<file path="src/rtl/timebase_pkg.sv">
// Shared constants and helpers for the multi-channel timebase.
package timebase_pkg;

  localparam int unsigned DEF_PRESCALE = 50000;
  localparam int unsigned DEF_DIV_W    = 10;
  localparam int unsigned DEF_CNT_W    = 26;

  // Width of a channel index; a single channel still needs one bit.
  function automatic int unsigned idx_w(input int unsigned n);
    return (n > 1) ? $clog2(n) : 1;
  endfunction

endpackage

</file>
<file path="src/rtl/timebase_gen_chan_div.sv">
// One channel divider: divide register, base-tick count and registered tick.
module tb_chan_div #(
  parameter int unsigned DIV_W    = 10,
  parameter int unsigned DIV_INIT = 1
) (
  input  logic             clk,
  input  logic             reset,
  input  logic             clr,
  input  logic             b,
  input  logic             we,
  input  logic [DIV_W-1:0] div,
  output logic             tick
);

  logic [DIV_W-1:0] div_q, cnt_q;
  logic             tick_q;
  logic             wrap;

  assign wrap = (div_q != '0) && (cnt_q == div_q - DIV_W'(1));

  always_ff @(posedge clk) begin
    if (!reset) begin
      div_q  <= DIV_W'(DIV_INIT);
      cnt_q  <= '0;
      tick_q <= 1'b0;
    end else if (clr) begin
      cnt_q  <= '0;
      tick_q <= 1'b0;
    end else if (we) begin
      // A write restarts the channel and suppresses any coincident wrap.
      div_q  <= div;
      cnt_q  <= '0;
      tick_q <= 1'b0;
    end else if (b && (div_q != '0)) begin
      cnt_q  <= wrap ? '0 : cnt_q + DIV_W'(1);
      tick_q <= wrap;
    end else begin
      tick_q <= 1'b0;
    end
  end

  assign tick = tick_q;

endmodule

</file>
<file path="src/rtl/timebase_gen.sv">
// Multi-channel timebase: shared prescaler, NCH channel dividers, uptime counter.
module timebase_gen
  import timebase_pkg::*;
#(
  parameter int unsigned PRESCALE = DEF_PRESCALE,
  parameter int unsigned PRE_W    = 16,
  parameter int unsigned NCH      = 4,
  parameter int unsigned DIV_W    = DEF_DIV_W,
  parameter int unsigned DIV_INIT = 1,
  parameter int unsigned CNT_W    = DEF_CNT_W,
  localparam int unsigned CH_W    = idx_w(NCH)
) (
  input  logic             clk,
  input  logic             reset,
  input  logic             en,
  input  logic             clr,
  input  logic             cfg_we,
  input  logic [CH_W-1:0]  cfg_ch,
  input  logic [DIV_W-1:0] cfg_div,
  output logic             base_tick,
  output logic [NCH-1:0]   ch_tick,
  output logic [CNT_W-1:0] uptime,
  output logic             uptime_wrap
);

  logic [PRE_W-1:0] pre_q;
  logic [CNT_W-1:0] uptime_q;
  logic             base_tick_q, wrap_q;
  logic             b, wr_ok;

  always_comb begin
    b     = en && !clr && (pre_q == PRE_W'(PRESCALE - 1));
    wr_ok = cfg_we && !clr && (32'(cfg_ch) < NCH);
  end

  always_ff @(posedge clk) begin
    if (!reset) begin
      pre_q       <= '0;
      uptime_q    <= '0;
      base_tick_q <= 1'b0;
      wrap_q      <= 1'b0;
    end else if (clr) begin
      pre_q       <= '0;
      uptime_q    <= '0;
      base_tick_q <= 1'b0;
      wrap_q      <= 1'b0;
    end else begin
      // Prescaler holds its phase while disabled.
      if (en) pre_q <= b ? '0 : pre_q + PRE_W'(1);
      if (b) uptime_q <= uptime_q + CNT_W'(1);
      base_tick_q <= b;
      wrap_q      <= b && (&uptime_q);
    end
  end

  for (genvar i = 0; i < NCH; i++) begin : g_ch
    tb_chan_div #(
      .DIV_W    (DIV_W),
      .DIV_INIT (DIV_INIT)
    ) u_chan (
      .clk   (clk),
      .reset (reset),
      .clr   (clr),
      .b     (b),
      .we    (wr_ok && (cfg_ch == CH_W'(i))),
      .div   (cfg_div),
      .tick  (ch_tick[i])
    );
  end

  assign base_tick   = base_tick_q;
  assign uptime      = uptime_q;
  assign uptime_wrap = wrap_q;

endmodule

</file>
<file path="config.mk">
export PLATFORM = sky130hd
export DESIGN_NAME = timebase_gen
export DESIGN_NICKNAME = d
export VERILOG_FILES = /design/src/rtl/timebase_pkg.sv /design/src/rtl/timebase_gen_chan_div.sv /design/src/rtl/timebase_gen.sv
export SDC_FILE = /design/constraint.sdc
export NUM_CORES = 1
export LEC_CHECK = 0
export BUFFER_PORTS_ARGS = -buffer_cell sky130_fd_sc_hd__buf_4
export CORE_ASPECT_RATIO = 0.5
export CORE_UTILIZATION = 35
export DETAILED_ROUTE_END_ITERATION = 8
export HOLD_SLACK_MARGIN = 0.08
export PLACE_DENSITY = 0.54
export SYNTH_ARGS = -nofsm -noshare
export SYNTH_HDL_FRONTEND = slang
export SYNTH_SLANG_ARGS = --single-unit
</file>
<file path="constraint.sdc">
create_clock -name clk -period 3.2 [get_ports clk]
set_input_delay 0.32 -clock clk [delete_from_list [all_inputs] [get_ports clk]]
set_output_delay 0.32 -clock clk [all_outputs]
set_load 0.005 [all_outputs]
</file>
Word-level counts from Yosys, hierarchy flattened
Cells that the tools add are included.
- memory bits (read-only): 0
- memories: 0
- register bits: 128
- output and inout bits: 32
- word-level logic and storage cells: 81
- bits in latches: 0
- input bits: 17
- RAM bits: 0
- $lt $le $gt $ge: 0
- bitwise operators: 6
- equality and inequality tests: 8
- div/mod/pow operators: 0
- multipliers: 0
- reductions and logical operators: 36
- mux-type cells: 5
- add/sub/neg operators: 10
- shift-type cells: 0
- operators with widths (operator ; number):
    $add A10 B1 Y10 const B ; 4
    $eq A10 B10 Y1 ; 4
    $mux W10 ; 4
    $reduce_bool A10 Y1 ; 4
    $sub A10 B1 Y10 const B ; 4
    $add A26 B1 Y26 const B ; 1
    $reduce_and A26 Y1 ; 1
    $add A16 B1 Y16 const B ; 1
    $eq A16 B16 Y1 const B ; 1
    $logic_and A1 B1 Y1 ; 16
    $mux W16 ; 1
    $reduce_or A4 Y1 ; 4
    $reduce_or A3 Y1 ; 4
    $reduce_and A2 Y1 ; 4
    $not A1 Y1 ; 6
    $eq A2 B2 Y1 const B ; 2
    $eq A2 B1 Y1 const B ; 1
    $logic_not A2 Y1 ; 1
    $reduce_or A2 Y1 ; 1
    $logic_not A1 Y1 ; 1

Logic depth before layout (Yosys ltp)
- word-level depth: 6
- mapped depth: 9
- gate-level depth less buffers: 8

Cells and area by module
A second synthesis with hierarchy kept.
- cell total of the unflattened synthesis: 907
- area, all modules: 7581.0 um2
- by module, submodules not included (module ; cells each ; area each (um2) ; sequential area each (um2) ; times used):
    tb_chan_div ; 159 ; 1310.0 ; 420.4 ; 4
    timebase_gen ; 271 ; 2341.0 ; 880.8 ; 1

Worst setup path before layout
No wires, ideal clock.
- path kind: register to register
- from: register g_ch[2].u_chan.div_q[4]
- to: register g_ch[2].u_chan.cnt_q[0]
- library setup time: 0.136 ns
- cell stages (with the launch flop): 7
- clock period less this slack: 2.258 ns
- arrival: 2.122 ns
- data required time: 3.064 ns
- setup slack: 0.942 ns
- buffers on the path: 0
- cell sequence: dfxtp_1 > or4_1 > or4b_1 > mux2i_1 > o21ai_1 > o41ai_4 > nor2_1
- word-level cells in the longest chain between the ends: 4
- elaborated cells between the ends (all ways): 6
- classes of those cells: 1 x add/sub; 1 x eq/ne; 1 x mux; 3 x reduce/logical
- ends and longest elaborated chain (item ; line ; source):
    start, declared ; timebase_gen_chan_div.sv:15 ; logic [DIV_W-1:0] div_q, cnt_q;
    start signal, assigned ; timebase_gen_chan_div.sv:23 ; div_q <= DIV_W'(DIV_INIT);
    start signal, assigned ; timebase_gen_chan_div.sv:31 ; div_q <= div;
    $sub A10 B1 Y10 ; timebase_gen_chan_div.sv:19 ; assign wrap = (div_q != '0) && (cnt_q == div_q - DIV_W'(1));
    $eq A10 B10 Y1 ; timebase_gen_chan_div.sv:19 ;
    $logic_and A1 B1 Y1 ; timebase_gen_chan_div.sv:19 ;
    $mux W10 ; timebase_gen_chan_div.sv:35 ; cnt_q <= wrap ? '0 : cnt_q + DIV_W'(1);
    end signal, assigned ; timebase_gen_chan_div.sv:35 ;
    end, declared ; timebase_gen_chan_div.sv:15 ;
Parallel ways exist; a longest one is shown, timed or not.
A chain may end at the register's enable or synchronous reset.

Worst setup path in the final report
- from: register pre_q[0]
- to: register g_ch[2].u_chan.cnt_q[1]
- word-level cells in the longest chain between the ends: 3
- ends and longest elaborated chain (item ; line ; source):
    start, declared ; timebase_gen.sv:26 ; logic [PRE_W-1:0] pre_q;
    start signal, assigned ; timebase_gen.sv:49 ; if (en) pre_q <= b ? '0 : pre_q + PRE_W'(1);
    $eq A16 B16 Y1 ; timebase_gen.sv:32 ; b = en && !clr && (pre_q == PRE_W'(PRESCALE - 1));
    $logic_and A1 B1 Y1 ; timebase_gen.sv:32 ;
    $logic_and A1 B1 Y1 ; timebase_gen_chan_div.sv:34 ; end else if (b && (div_q != '0)) begin
No other way between the ends.

==> key figures <==
Clock tree
  • Worst skew pair latency: 0.42 ns
  • Postcts setup bufs: 0
  • CTS Buffer Depth: 2
  • CTS Buf Count: 17
  • CTS sink cnt: 128
  • Hold buffers post-CTS: 0
  • TritonCTS clock tree: done
  • PostCTS Resize Cnt: 0
  • Clock Pin Slew Worst Setup and Hold Paths: 0.06 ns
  • Root buf cell: clkbuf_16
  • Max H-tree Level: 4

Flow run
  • Max Cap Viol: 0

Power and ir drop
  • Pwr per Cell Area: 487.6 nW/um^2
  • Worst vdd ir: 277.1 uV
  • Leakage power: 2.816 nW

Routing
  • Initial drt markers: 240
  • Via count: 5801
  • Via-per-instance ratio: 5.125
  • Detailed Route WL: 17.24 mm
  • Drt pass-1 iters: 5
  • Drt wl/cell: 15.23 um
  • Drt drc: 0
  • Routed Antenna Nets: 0

Critical path
  • CP endpoint kind: flop
  • Slowest CP cell: o41ai_4
  • Crit Path Category: flop to flop
  • Critical path required time: 3.48 ns
  • Cells along the critical path: ha_1 > and4_1 > nand3_1 > nor3_2 > inv_1 > o41ai_4 > nor2_1
  • CP Data Arrival Time: 3.10 ns
  • Setup crit start kind: flop
  • Critical Path Max Stage Delay: 0.64 ns
  • Critical-path maximum fanout: 10

Synthesis
  • Post-synth ARST share: 0%
  • Sequential share of the synthesized area: 38.00%
  • Ys flop type: dfxtp_1
  • Post-synth EDFFs: 0
  • Syn Nets: 840
  • Cell Area, Synth: 6744 sq um
  • Distinct cell type count after synthesis: 58
  • Cells after Synth: 809
  • Avg Inst Size Synth: 8.336 sq um
  • Yosys warns: 0
  • Synth Register Bits: 128

Placed design
  • GPL Wtd Cong: 0.8104
  • Final HPWL DP: 12.24 mm
  • Post-placement cell count: 1100
  • Input/output buffers: 48

Min path
  • Hold crit path type: primary input to flop

Timing
  • RSZ-0062 raised after global routing: no
  • Worst slew pin tran: 0.8491 ns
  • Slew HR: 43.28%
  • Final Max Slew Viols: 0
  • Setup Viol. Count Final: 0
  • Crit share post-route: 88.12%
  • Skew final: 0.01302 ns
  • TNS Setup: 0 ns
  • Fmax: 354.6 MHz
  • Final Hold Viols: 0
  • Tmin final: 2.820 ns

Floorplanning
  • Die width: 198.3 um
  • Die area: 19860 sq um
  • Starting Density: 36.24%
  • I/O Pins: 49
  • Core Region: 18610 sq um
  • Cell Rows: 35
  • Die Ht: 100.2 um

Final layout
  • Diodes inserted: 0
  • Share of layout cells above drive strength 1: 12.03%
  • Non-Filler Instances: 1132
  • Fin nets: 891
  • Fill cell count: 1839
  • Syn-to-layout area delta: 19.07%

Global routing
  • Initial antenna violation count: 0
  • Vias in the first global route: 5490
  • First-pass GRT wire length: 28.98 mm
  • Tot GR Track Use: 18.59%
  • Largest net degree at the start of global routing: 43
  • Remaining global-route overflow: 0

Run status
  • Status: finished clean
-- cells in the final DEF (no fill, tap or decap), types with 5 or more instances in the layout --
master / n
o211ai_1: 6
nor4_1: 17
nor3_1: 36
nor2_1: 93
xnor2_1: 62
nand2_1: 117
nor3b_1: 5
and3_1: 20
inv_1: 17
nand2b_1: 9
xor2_1: 55
a21oi_1: 16
nand3b_1: 5
clkbuf_16: 17
o21ai_0: 7
or3_1: 7
nand3_1: 35
and4_1: 8
dfxtp_1: 128
nor2b_1: 5
a21boi_0: 36
and2_1: 7
mux2i_1: 8
or4_1: 7
buf_4: 59
ha_1: 14
nand4_1: 21
-- critical path: cells and delay by family, from the launching register on --
kind,cells,cell delay (ns)
compound gates,1,0.64
fa+ha+maj,1,0.17
buf+inv,1,0.15
flops,1,0.37
simple gates,4,1.34
-- Yosys cell counts (all sizes together) (2+ instances only) --
cell type	count	area (sq um)
a2111oi	3	26.28
a211oi	2	15.01
a21boi	36	270.3
a21oi	16	80.08
a32oi	2	17.52
and2	7	43.79
and3	20	125.1
and4	8	70.07
buf	6	40.04
clkbuf	21	78.83
dfxtp	128	2562
ha	14	175.2
inv	17	63.81
mux2i	8	80.08
nand2	117	439.2
nand2b	9	56.30
nand3	35	175.2
nand3b	5	37.54
nand4	21	131.4
nor2	93	349.1
nor2b	5	31.28
nor3	38	200.2
nor3b	5	37.54
nor4	17	106.4
nor4b	2	17.52
o2111a	2	22.52
o211ai	6	45.04
o21ai	8	40.03
o221ai	2	17.52
o311ai	2	35.04
o31ai	2	15.01
or3	7	43.79
or4	7	52.55
or4b	4	40.04
xnor2	62	543.0
xor2	55	481.7
-- final timing paths --
path	start	end	slack [ns]	cells past startpoint
max reg2reg	pre_q[0]	g_ch[2].u_chan.cnt_q[1]	0.38	7
min	en	pre_q[0]	0.19	3
min reg2reg	pre_q[1]	pre_q[1]	0.49	2
max	pre_q[0]	g_ch[2].u_chan.cnt_q[1]	0.38	7
-- logic make-up (layout without fill, tap and decap cells) --
group | Yosys count | after routing | synth area share, %
AOI/OAI and AO/OA | 94 | 94 | 10.69
adders and majority gates | 14 | 14 | 2.597
buffers and inverters | 44 | 108 | 2.709
DFF | 128 | 128 | 38.00
muxes | 9 | 9 | 1.354
and+or+nand+nor | 403 | 403 | 29.46
xor gates and xnor gates | 117 | 117 | 15.19
-- state kept, by name, summed over array words and instances (netlist names) --
register,cells
g_ch.u_chan.cnt_q,40
g_ch.u_chan.div_q,40
uptime,26
pre_q,16
g_ch.u_chan.tick,4
base_tick,1
uptime_wrap,1
-- report_power, final --
group          switching (mW)  internal [mW]
clock                   0.750           1.35
combinational           0.118         0.0778
sequential             0.0172           1.61
-- final cells by class --
class                   instances  area (sq um)  share of cell area, %
multi-input cells             637          3999                  49.80
clock buffers                  19         452.9                  5.640
repair buffers                 59         442.9                  5.516
inverters                      17         63.81                 0.7946
clock inverters                13         185.2                  2.306
flip-flops and latches        128          2562                  31.91
well taps                     259         324.1                  4.036
-- metrics by stage --
step | util (%) | power (mW) | instance area [sq um] | setup slack [ns] | hold WS (ns)
2_1_floorplan | - | 1.782 | 6744 | 0.9421 | 0.4549
3_3_place_gp | 39.72 | 1.851 | 7392 | 0.4601 | 0.4743
3_5_place_dp | 39.72 | 1.854 | 7392 | 0.3837 | 0.4785
4_1_cts | 43.15 | 3.946 | 8030 | 0.3654 | 0.1881
5_1_grt | 43.15 | 4.058 | 8030 | 0.1890 | 0.1916
6_report | 43.15 | 3.915 | 8030 | 0.3802 | 0.1904
-- routing by layer --
metal / part of all wire [%] / GRT usage, % / wire length, um
met5: 0 / 0 / 0
met4: 1.7 / 6.261 / 297
met3: 3.1 / 3.327 / 526
met2: 44 / 29.77 / 7581
met1: 51 / 25.26 / 8830
(Power assumes the default switching activity.)
